[src/rtl/exu_lsu_if.sv]
// exu_lsu_if: data-bus interface between the load/store stage and memory.
//
// Signals:
//   req     - bus request, held until gnt
//   we      - 1 = write, 0 = read
//   addr    - word-aligned byte address
//   be      - byte enables
//   wdata   - lane-replicated store data
//   gnt     - request accepted
//   rvalid  - read data valid
//   rdata   - read data word
//
// Modports: master (the load/store stage), slave (the memory side).

interface exu_lsu_if;
    logic        req;
    logic        we;
    logic [31:0] addr;
    logic [3:0]  be;
    logic [31:0] wdata;
    logic        gnt;
    logic        rvalid;
    logic [31:0] rdata;

    modport master (
        output req, we, addr, be, wdata,
        input  gnt, rvalid, rdata
    );

    modport slave (
        input  req, we, addr, be, wdata,
        output gnt, rvalid, rdata
    );
endinterface

[src/rtl/exu_lsu.sv]
// exu_lsu: load/store stage that sits after the execute ALU.
//
// This stage takes one instruction from execute and produces one registered
// write-back beat for it:
//   - Non-memory ops go straight to write-back on the next cycle.
//   - Misaligned accesses and illegal sizes also go straight to write-back on
//     the next cycle, with o_misalign set.
//   - Legal loads and stores run a bus transaction using req/gnt/rvalid.
//     o_ready stays low until that transaction is finished.
// If the access takes too long in REQ plus WAIT_R, it is aborted with
// o_bus_err.
//
// Ports:
//   i_clk, i_rst         - clock, synchronous active-high reset
//   i_valid / o_ready    - handshake with execute
//   i_mem_wen/ren        - store/load request (both set = store)
//   i_mem_addr           - byte address
//   i_mem_wdata          - store data (unaligned)
//   i_funct3             - access size/sign
//   i_alu_result         - result for non-memory ops
//   i_rd_wen, i_rd_addr  - destination register info
//   bus                  - data bus (exu_lsu_if.master)
//   o_wb_*               - write-back beat
//   o_misalign           - misaligned/illegal access flag (with o_wb_valid)
//   o_bus_err            - bus timeout flag (with o_wb_valid)

module exu_lsu #(
    parameter int TIMEOUT_CYCLES = 64
) (
    input  logic        i_clk,
    input  logic        i_rst,
    input  logic        i_valid,
    output logic        o_ready,
    input  logic        i_mem_wen,
    input  logic        i_mem_ren,
    input  logic [31:0] i_mem_addr,
    input  logic [31:0] i_mem_wdata,
    input  logic [2:0]  i_funct3,
    input  logic [31:0] i_alu_result,
    input  logic        i_rd_wen,
    input  logic [4:0]  i_rd_addr,
    exu_lsu_if.master   bus,
    output logic        o_wb_valid,
    output logic        o_wb_rd_wen,
    output logic [4:0]  o_wb_rd_addr,
    output logic [31:0] o_wb_data,
    output logic        o_misalign,
    output logic        o_bus_err
);

    // The counter has to be able to hold TIMEOUT_CYCLES.
    // That value is reached when a grant arrives on the last REQ cycle.
    localparam int CNT_W = $clog2(TIMEOUT_CYCLES + 1);
    localparam logic [CNT_W-1:0] CNT_LAST = CNT_W'(TIMEOUT_CYCLES - 1);

    typedef enum logic [1:0] {
        IDLE,
        REQ,
        WAIT_R
    } state_t;

    state_t          state_q, state_d;
    logic [CNT_W-1:0] cnt_q, cnt_d;
    logic [1:0]      addr_lo_q, addr_lo_d;
    logic [2:0]      funct3_q, funct3_d;
    logic            rd_wen_q, rd_wen_d;
    logic            ready_q, ready_d;
    logic            bus_req_q, bus_req_d;
    logic            bus_we_q, bus_we_d;
    logic [31:0]     bus_addr_q, bus_addr_d;
    logic [3:0]      bus_be_q, bus_be_d;
    logic [31:0]     bus_wdata_q, bus_wdata_d;
    logic            wb_valid_q, wb_valid_d;
    logic            wb_rd_wen_q, wb_rd_wen_d;
    logic [4:0]      wb_rd_addr_q, wb_rd_addr_d;
    logic [31:0]     wb_data_q, wb_data_d;
    logic            misalign_q, misalign_d;
    logic            bus_err_q, bus_err_d;

    logic            is_mem;
    logic            is_store;
    logic            bad_access;
    logic [3:0]      be_calc;
    logic [31:0]     wdata_calc;
    logic            timeout_hit;

    // Shift the addressed byte/half down to bit 0, then extend it by funct3.
    function automatic logic [31:0] load_extend(input logic [31:0] word,
                                                input logic [1:0]  lo,
                                                input logic [2:0]  f3);
        logic [31:0] s;
        s = word >> {lo, 3'b000};
        case (f3)
            3'b000:  load_extend = {{24{s[7]}}, s[7:0]};
            3'b001:  load_extend = {{16{s[15]}}, s[15:0]};
            3'b100:  load_extend = {24'h0, s[7:0]};
            3'b101:  load_extend = {16'h0, s[15:0]};
            default: load_extend = s;
        endcase
    endfunction

    // Decode the incoming request: find the lane enables and the replicated
    // store data, and decide whether the access is misaligned or illegal.
    always_comb begin
        is_mem   = i_mem_wen | i_mem_ren;
        is_store = i_mem_wen;
        case (i_funct3[1:0])
            2'b00: begin
                be_calc    = 4'b0001 << i_mem_addr[1:0];
                wdata_calc = {4{i_mem_wdata[7:0]}};
            end
            2'b01: begin
                be_calc    = i_mem_addr[1] ? 4'b1100 : 4'b0011;
                wdata_calc = {2{i_mem_wdata[15:0]}};
            end
            default: begin
                be_calc    = 4'b1111;
                wdata_calc = i_mem_wdata;
            end
        endcase
        bad_access = (i_funct3 == 3'b011) || (i_funct3 == 3'b110) ||
                     (i_funct3 == 3'b111) || (is_store && i_funct3[2]) ||
                     ((i_funct3[1:0] == 2'b01) && i_mem_addr[0]) ||
                     ((i_funct3[1:0] == 2'b10) && (i_mem_addr[1:0] != 2'b00));
    end

    // The timeout counter covers the time spent in REQ and in WAIT_R together.
    assign timeout_hit = (cnt_q >= CNT_LAST);

    // Next-state and next-output logic.
    // A gnt or rvalid in the cycle is checked before the timeout, so it wins
    // when both happen in the same cycle.
    always_comb begin
        state_d      = state_q;
        cnt_d        = cnt_q;
        addr_lo_d    = addr_lo_q;
        funct3_d     = funct3_q;
        rd_wen_d     = rd_wen_q;
        bus_req_d    = bus_req_q;
        bus_we_d     = bus_we_q;
        bus_addr_d   = bus_addr_q;
        bus_be_d     = bus_be_q;
        bus_wdata_d  = bus_wdata_q;
        wb_valid_d   = 1'b0;
        wb_rd_wen_d  = 1'b0;
        wb_rd_addr_d = wb_rd_addr_q;
        wb_data_d    = wb_data_q;
        misalign_d   = 1'b0;
        bus_err_d    = 1'b0;

        case (state_q)
            IDLE: begin
                if (i_valid) begin
                    cnt_d        = '0;
                    addr_lo_d    = i_mem_addr[1:0];
                    funct3_d     = i_funct3;
                    rd_wen_d     = i_rd_wen;
                    wb_rd_addr_d = i_rd_addr;
                    if (!is_mem) begin
                        wb_valid_d  = 1'b1;
                        wb_rd_wen_d = i_rd_wen;
                        wb_data_d   = i_alu_result;
                    end else if (bad_access) begin
                        wb_valid_d = 1'b1;
                        misalign_d = 1'b1;
                        wb_data_d  = '0;
                    end else begin
                        state_d     = REQ;
                        bus_req_d   = 1'b1;
                        bus_we_d    = is_store;
                        bus_addr_d  = {i_mem_addr[31:2], 2'b00};
                        bus_be_d    = be_calc;
                        bus_wdata_d = wdata_calc;
                    end
                end
            end
            REQ: begin
                cnt_d = cnt_q + 1'b1;
                if (bus.gnt) begin
                    bus_req_d = 1'b0;
                    if (bus_we_q) begin
                        state_d    = IDLE;
                        wb_valid_d = 1'b1;
                        wb_data_d  = '0;
                    end else begin
                        state_d = WAIT_R;
                    end
                end else if (timeout_hit) begin
                    state_d    = IDLE;
                    bus_req_d  = 1'b0;
                    wb_valid_d = 1'b1;
                    bus_err_d  = 1'b1;
                    wb_data_d  = '0;
                end
            end
            WAIT_R: begin
                cnt_d = cnt_q + 1'b1;
                if (bus.rvalid) begin
                    state_d     = IDLE;
                    wb_valid_d  = 1'b1;
                    wb_rd_wen_d = rd_wen_q;
                    wb_data_d   = load_extend(bus.rdata, addr_lo_q, funct3_q);
                end else if (timeout_hit) begin
                    state_d    = IDLE;
                    wb_valid_d = 1'b1;
                    bus_err_d  = 1'b1;
                    wb_data_d  = '0;
                end
            end
            default: begin
                state_d   = IDLE;
                bus_req_d = 1'b0;
            end
        endcase

        ready_d = (state_d == IDLE);
    end

    // All state and outputs are registered here.
    // Reset drops any transaction in flight and does not produce a write-back.
    always_ff @(posedge i_clk) begin
        if (i_rst) begin
            state_q      <= IDLE;
            cnt_q        <= '0;
            addr_lo_q    <= '0;
            funct3_q     <= '0;
            rd_wen_q     <= 1'b0;
            ready_q      <= 1'b1;
            bus_req_q    <= 1'b0;
            bus_we_q     <= 1'b0;
            bus_addr_q   <= '0;
            bus_be_q     <= '0;
            bus_wdata_q  <= '0;
            wb_valid_q   <= 1'b0;
            wb_rd_wen_q  <= 1'b0;
            wb_rd_addr_q <= '0;
            wb_data_q    <= '0;
            misalign_q   <= 1'b0;
            bus_err_q    <= 1'b0;
        end else begin
            state_q      <= state_d;
            cnt_q        <= cnt_d;
            addr_lo_q    <= addr_lo_d;
            funct3_q     <= funct3_d;
            rd_wen_q     <= rd_wen_d;
            ready_q      <= ready_d;
            bus_req_q    <= bus_req_d;
            bus_we_q     <= bus_we_d;
            bus_addr_q   <= bus_addr_d;
            bus_be_q     <= bus_be_d;
            bus_wdata_q  <= bus_wdata_d;
            wb_valid_q   <= wb_valid_d;
            wb_rd_wen_q  <= wb_rd_wen_d;
            wb_rd_addr_q <= wb_rd_addr_d;
            wb_data_q    <= wb_data_d;
            misalign_q   <= misalign_d;
            bus_err_q    <= bus_err_d;
        end
    end

    assign o_ready      = ready_q;
    assign bus.req      = bus_req_q;
    assign bus.we       = bus_we_q;
    assign bus.addr     = bus_addr_q;
    assign bus.be       = bus_be_q;
    assign bus.wdata    = bus_wdata_q;
    assign o_wb_valid   = wb_valid_q;
    assign o_wb_rd_wen  = wb_rd_wen_q;
    assign o_wb_rd_addr = wb_rd_addr_q;
    assign o_wb_data    = wb_data_q;
    assign o_misalign   = misalign_q;
    assign o_bus_err    = bus_err_q;

endmodule

[src/flat_wrapper.sv]
// flat-port wrapper written by rule: the top's interface ports become plain ports
module exu_lsu_flat 
#(
    parameter int TIMEOUT_CYCLES = 64
)
  (i_clk, i_rst, i_valid, o_ready, i_mem_wen, i_mem_ren, i_mem_addr, i_mem_wdata, i_funct3, i_alu_result, i_rd_wen, i_rd_addr, o_wb_valid, o_wb_rd_wen, o_wb_rd_addr, o_wb_data, o_misalign, o_bus_err, bus_req, bus_we, bus_addr, bus_be, bus_wdata, bus_gnt, bus_rvalid, bus_rdata);
  exu_lsu_if bus_i ();
  input  logic i_clk;
  input  logic i_rst;
  input  logic i_valid;
  output logic o_ready;
  input  logic i_mem_wen;
  input  logic i_mem_ren;
  input  logic [31:0] i_mem_addr;
  input  logic [31:0] i_mem_wdata;
  input  logic [2:0] i_funct3;
  input  logic [31:0] i_alu_result;
  input  logic i_rd_wen;
  input  logic [4:0] i_rd_addr;
  output logic o_wb_valid;
  output logic o_wb_rd_wen;
  output logic [4:0] o_wb_rd_addr;
  output logic [31:0] o_wb_data;
  output logic o_misalign;
  output logic o_bus_err;
  output wire logic [$bits(bus_i.req)-1:0] bus_req;
  output wire logic [$bits(bus_i.we)-1:0] bus_we;
  output wire logic [$bits(bus_i.addr)-1:0] bus_addr;
  output wire logic [$bits(bus_i.be)-1:0] bus_be;
  output wire logic [$bits(bus_i.wdata)-1:0] bus_wdata;
  input wire logic [$bits(bus_i.gnt)-1:0] bus_gnt;
  input wire logic [$bits(bus_i.rvalid)-1:0] bus_rvalid;
  input wire logic [$bits(bus_i.rdata)-1:0] bus_rdata;
  assign bus_req = bus_i.req;
  assign bus_we = bus_i.we;
  assign bus_addr = bus_i.addr;
  assign bus_be = bus_i.be;
  assign bus_wdata = bus_i.wdata;
  assign bus_i.gnt = bus_gnt;
  assign bus_i.rvalid = bus_rvalid;
  assign bus_i.rdata = bus_rdata;
  exu_lsu #(.TIMEOUT_CYCLES(TIMEOUT_CYCLES)) u_core (.i_clk(i_clk), .i_rst(i_rst), .i_valid(i_valid), .o_ready(o_ready), .i_mem_wen(i_mem_wen), .i_mem_ren(i_mem_ren), .i_mem_addr(i_mem_addr), .i_mem_wdata(i_mem_wdata), .i_funct3(i_funct3), .i_alu_result(i_alu_result), .i_rd_wen(i_rd_wen), .i_rd_addr(i_rd_addr), .bus(bus_i), .o_wb_valid(o_wb_valid), .o_wb_rd_wen(o_wb_rd_wen), .o_wb_rd_addr(o_wb_rd_addr), .o_wb_data(o_wb_data), .o_misalign(o_misalign), .o_bus_err(o_bus_err));
endmodule
[config.mk]
export PLATFORM = sky130hd
export DESIGN_NAME = exu_lsu_flat
export DESIGN_NICKNAME = d
export VERILOG_FILES = /design/src/rtl/exu_lsu_if.sv /design/src/rtl/exu_lsu.sv /design/src/flat_wrapper.sv
export SDC_FILE = /design/constraint.sdc
export NUM_CORES = 1
export LEC_CHECK = 0
export ABC_AREA = 1
export ABC_CLOCK_PERIOD_IN_PS = 4100
export BUFFER_PORTS_ARGS = -buffer_cell sky130_fd_sc_hd__buf_4
export CAP_MARGIN = 20
export CORE_MARGIN = 5
export CORE_UTILIZATION = 50
export DETAILED_ROUTE_END_ITERATION = 6
export PLACE_DENSITY_LB_ADDON = 0.05
export SETUP_SLACK_MARGIN = 0.02
export SYNTH_ARGS = -nofsm -noshare
export SYNTH_HDL_FRONTEND = slang
export SYNTH_SLANG_ARGS = --single-unit
export TNS_END_PERCENT = 20
[constraint.sdc]
create_clock -name i_clk -period 4.1 [get_ports i_clk]
set_clock_uncertainty 0.2 [all_clocks]
set_input_delay 0.615 -clock i_clk [delete_from_list [all_inputs] [get_ports i_clk]]
set_output_delay 0.615 -clock i_clk [all_outputs]
set_load 0.05 [all_outputs]
==> Word level (Yosys, flattened, before mapping) <==
Cells that the tools add are included.
W data, S select, Z words.
{ "word_totals": {"ff_bits": 125, "input_bits": 144, "out_inout_bits": 112, "word_cells": 108} }
{ "classes": {"addsub": 1, "n_lt_le_gt_ge": 1, "n_eq_ne": 16, "shifts": 2, "muxes": 43, "bitwise_logic": 6, "n_reduce_logical": 22} }
{ "op_table": {"columns": ["op", "count"], "rows": [
  ["$mux W32", 7],
  ["$pmux W32 S4", 1],
  ["$pmux W32 S3", 1],
  ["$pmux W32 S2", 1],
  ["$shr A32 B5 Y32", 1],
  ["$mux W1", 17],
  ["$mux W2", 7],
  ["$pmux W7 S2", 1],
  ["$eq A3 B3 Y1 const B", 4],
  ["$pmux W4 S2", 1],
  ["$reduce_and A4 Y1", 2],
  ["$add A7 B1 Y7 const B", 1],
  ["$ge A7 B6 Y1 const B", 1],
  ["$mux W7", 1],
  ["$logic_not A2 Y1", 3],
  ["$ne A3 B2 Y1 const B", 2],
  ["$pmux W1 S3", 2],
  ["$pmux W2 S3", 1],
  ["$logic_or A1 B1 Y1", 5],
  ["$not A1 Y1", 5],
  ["$reduce_and A5 Y1", 1],
  ["$eq A2 B1 Y1 const B", 2],
  ["$eq A2 B2 Y1 const B", 2],
  ["$mux W4", 1],
  ["15 further kinds", 21]
]} }

==> Depth between registers and ports, before layout <==
{ "logic_depth": {"ltp_word": 11, "depth_mapped": 11, "mapped_depth_nobuf": 11} }

==> Least setup slack after synthesis <==
Ideal clock, no wire load.
{ "synth_timing": {"path_kind": "input-to-reg", "from": "in i_funct3[1]", "to": "reg u_core.bus_wdata_q[20], in the netlist u_core.bus.wdata[20]", "setup_ps": 126, "arrival_ps": 1566, "required_time_ps": 3774, "setup_slack_ps": 2208, "cell_stages": 9, "n_path_buf": 3, "path_cell_list": "buf_6 -> inv_6 -> nand3_2 -> nand2_2 -> nand4_2 -> inv_2 -> buf_6 -> buf_2 -> a31oi_1"} }
{ "synth_via": {"elab_chain_len": 8, "elab_cells_between_ends": 16, "cone_classes": "eq/ne (5); mux (1); bitwise (1); reduce/logical (9)"} }
{ "synth_rtl": {"columns": ["element", "line", "rtl"], "rows": [
  ["start: declaration", "flat_wrapper.sv:16", "input logic [2:0] i_funct3;"],
  ["$eq A3 B2 Y1 / $eq A3 B3 Y1 (equally long branches)", "exu_lsu.sv:121", "bad_access = (i_funct3 == 3'b011) || (i_funct3 == 3'b110) ||"],
  ["$logic_or A1 B1 Y1 (2 in a row)", "exu_lsu.sv:121", null],
  ["$logic_or A1 B1 Y1 (2 in a row)", "exu_lsu.sv:122", "(i_funct3 == 3'b111) || (is_store && i_funct3[2]) ||"],
  ["$logic_or A1 B1 Y1", "exu_lsu.sv:123", "((i_funct3[1:0] == 2'b01) && i_mem_addr[0]) ||"],
  ["$not A1 Y1 (no line)", null, null],
  ["$reduce_and A4 Y1 (no line)", null, null],
  ["end signal: assignment", "exu_lsu.sv:251", "bus_wdata_q <= bus_wdata_d;"],
  ["end: declaration", "exu_lsu.sv:72", "logic [31:0] bus_wdata_q, bus_wdata_d;"]
]} }
Several ways; a longest one is shown, not always the timed one.
A chain may end at the register's enable or synchronous reset.

==> Worst setup path in the final report <==
{ "layout_timing": {"from": "reg u_core.state_q[0]", "to": "reg u_core.wb_data_q[8], in the netlist u_core.o_wb_data[8]"} }
{ "layout_via": {"elab_chain_len": 3, "elab_cells_between_ends": 9, "cone_classes": "eq/ne (5); mux (1); reduce/logical (3)"} }
{ "layout_rtl": {"columns": ["element", "line", "rtl"], "rows": [
  ["start: declaration", "exu_lsu.sv:62", "state_t state_q, state_d;"],
  ["start signal: assignment", "exu_lsu.sv:241", "state_q <= state_d;"],
  ["$eq A2 B1 Y1, or another cell as far along", "exu_lsu.sv:151", "case (state_q)"],
  ["$ne A3 B2 Y1 (no line), or another cell as far along", null, null],
  ["$reduce_and A4 Y1 (no line)", null, null],
  ["end signal: assignment", "exu_lsu.sv:255", "wb_data_q <= wb_data_d;"],
  ["end: declaration", "exu_lsu.sv:76", "logic [31:0] wb_data_q, wb_data_d;"]
]} }
Several ways; a longest one is shown, not always the timed one.

==> metrics.md <==
| Metric | Value |
|---|---|
| Drt wl/cell | `15.7 um` |
| IO Pins | `256` |
| Antenna Violating Nets Remaining | `0` |
| Mux cell area share after synthesis | `0%` |
| Post-CTS sizing | `0` |
| Worst-Skew Late Latency | `420 ps` |
| Synth Flop Type | `dfxtp_1` |
| Pin count of the biggest net entering global routing | `93` |
| Synth Register Bits | `125` |
| Drt pass-1 iters | `6` |
| Fin util | `70.9%` |
| Synth Area in Adders | `1.03%` |
| Worst-Margin Slew | `871 ps` |
| Dpl hpwl | `14,300 um` |
| Total power draw | `0.00361 W` |
| Via density | `5.24` |
| GPL Wtd Cong | `0.911` |
| Layout area overhead | `39.4%` |
| Avg Cell Area, Syn | `6.88 um^2` |
| Post-synthesis sequential area ratio | `41.1%` |
| Cells along the critical path | `inv_1, ha_1, inv_2, nor2_4, inv_1, a21oi_1, o21ai_0, a21oi_1` |
| Largest family of logic cells by synthesized area | `simple AND/OR/NAND/NOR gates` |
| Cts bufs inserted | `17` |
| Crit path time final | `2700 ps` |
| Leak pwr | `3.88 nW` |
| Crit path max fanout | `35` |
| H-tree Lvls | `4` |
| Fin Hold WS | `244 ps` |
| Core area | `12,000 um^2` |
| Final Setup Violations | `0` |
| DRC Markers | `0` |
| Simple-gate share of the synthesized area | `28.4%` |
| Clk buf depth | `2` |
| I/O Buffers | `253` |
| GRT Util Overall | `26.9%` |
| Die X | `120 um` |
| Startpoint types | `flop` |
| Post CTS Setup Buffer Count | `0` |
| Final Max Tran Viols | `0` |
| Max cap viols | `0` |
| DIE HEIGHT | `120 um` |
| Synth Cell Area | `6080 um^2` |
| Final period utilization | `65.9%` |
| Worst Path Required | `4240 ps` |
| Max Fclk | `0.370 GHz` |
| Diode count | `0` |
| Synth Area in XOR/XNOR | `0%` |
| Slowest cell delay on critical path | `570 ps` |
| Synth unique cells | `37` |
| CP max-delay cell | `nor2_4` |
| Max-slew headroom | `41.9%` |
| Vias in the first global route | `6,295` |
| Final wirelength | `19,900 um` |
| # rows | `40` |
| Synth warn | `0` |
| Compound-Gate Fraction of Synth Area | `20.6%` |
| Pwr per Cell Area | `425 nW/um^2` |
| Peak supply drop | `0.000281 V` |
| Hold-fix buffers, CTS | `0` |
| CP Class | `flop to flop` |
| Starting Density | `50.9%` |
| Hold Violations, Final | `0` |
| Cells after synthesis | `885` |
| Root Buffer | `clkbuf_16` |
| CP Capture Type | `flop` |
| Final nets | `1,253` |
| Critical Path AT | `2840 ps` |
| Initial antenna violation count | `0` |
| Global route overflow | `0` |
| Hold crit path type | `input port to flop` |
| Routed vias | `6,627` |
| RSZ-0062 raised after global routing | `false` |
| CTS tree | `done` |
| First-pass GRT wire length | `31,400 um` |
| TNS Setup | `0 ps` |
| Layout cells sized above 1 | `28.9%` |
| R2R Setup Slk | `1400 ps` |
| Sink Count | `125` |
| Ys async rst share | `0%` |
| EDFF count, synth | `0` |
| Fillcell total | `1,055` |
| Outcome | `finished clean` |
| Initial drt markers | `654` |
| Die area | `14,500 um^2` |
| Clock transition at path regs | `60 ps` |
==> cells by family after synthesis <==
family,Yosys count
AOI/OAI and AO/OA,238
adders and majority gates,5
buffers and inverters,106
DFF,125
other,1
and+or+nand+nor,410
==> sequential cells by signal (all words and copies together) (netlist names) <==
| signal | count |
|---|---|
| u_core.bus.wdata | 32 |
| u_core.o_wb_data | 32 |
| u_core.state_q | 2 |
| u_core.o_misalign | 1 |
| u_core.bus.be | 4 |
| u_core.bus.addr | 30 |
| u_core.bus.we | 1 |
| u_core.funct3_q | 3 |
| u_core.o_wb_valid | 1 |
| u_core.o_wb_rd_addr | 5 |
| u_core.addr_lo_q | 2 |
| u_core.o_bus_err | 1 |
| u_core.bus.req | 1 |
| u_core.cnt_q | 7 |
| u_core.o_wb_rd_wen | 1 |
| u_core.o_ready | 1 |
| u_core.rd_wen_q | 1 |
==> synth_stat cells (all sizes together) (3+ instances only) <==
cell type  number  share of area, %
a21oi         126                11
a31oi          10               1.0
buf            32               4.1
clkbuf         29               1.8
dfxtp         125                41
ha              5               1.0
inv            44               2.8
nand2         282                18
nand3          70               6.3
nand4           4              0.51
nor2           40               2.7
nor3            3              0.25
nor4            3              0.31
o211ai          4              0.49
o21ai          94               7.9
or2             8              0.82
==> path summary, 6_finish.rpt <==
check                       from                   to  cells after the start
min reg2reg  u_core.o_wb_data[0]  u_core.o_wb_data[0]                      2
max reg2reg    u_core.state_q[0]  u_core.o_wb_data[8]                      8
max            u_core.state_q[0]  u_core.o_wb_data[8]                      8
min               i_mem_addr[31]  u_core.bus.addr[31]                      3
==> layout make-up <==
class	instances	area, um^2	area share (%)
sequential	125	2500	29.5
clock buffer	22	484	5.71
multi-input combinational	655	3050	36.0
timing repair buffer	260	1950	23.0
tap	147	184	2.17
clock inverter	10	125	1.48
inverter	45	179	2.11
==> layer usage <==
layer | part of all wire (%) | vias to the layer above | wire [um] | track usage (%)
li1 | - | 3360 | - | -
met1 | 40 | 2947 | 8050 | 32.6
met2 | 47 | 291 | 9280 | 44.0
met3 | 11 | 29 | 2170 | 10.9
met4 | 2.1 | 0 | 410 | 8.14
met5 | 0 | - | 0 | 0
==> where the power goes <==
group	switching (W)	internal (W)	leakage [nW]	total [W]
registers	0.0000369	0.00127	1.02	0.00131
logic	0.000497	0.000255	2.56	0.000752
clock network	0.000575	0.000968	0.298	0.00154
total	0.00111	0.00250	3.88	0.00361
==> stage by stage <==
step	instance area [um^2]	worst slack [ps]	cells
3_5_place_dp	7870	1310	1232
5_1_grt	8480	1160	1264
3_3_place_gp	7870	1370	1232
2_1_floorplan	6090	2210	886
4_1_cts	8480	1420	1264
6_report	8480	1400	1264
==> worst max-delay path: cells and delay by family (launching register included) <==
family	cells	cell delay, ps
compound gates	3	510
fa+ha+maj	1	400
buf+inv	3	550
flops	1	380
simple gates	1	570
==> cells in the final DEF, fill, tap and decap left out, types with 2 or more instances in the layout <==
master / instances
a21oi_1: 125
inv_2: 9
clkbuf_16: 17
buf_4: 260
ha_1: 5
or2_2: 8
nor2_2: 3
conb_1: 2
nand2_1: 279
inv_6: 5
clkbuf_8: 4
nor4_1: 3
nand3_1: 67
o21ai_0: 71
a31oi_1: 10
o21ai_1: 22
nor3_1: 3
o211ai_1: 4
dfxtp_1: 125
inv_1: 34
clkinv_4: 3
nand4_1: 3
nand2_2: 2
nor2_1: 36
bufinv_16: 2
nand3_4: 2
Note: power is estimated with default switching activity, not from simulation.
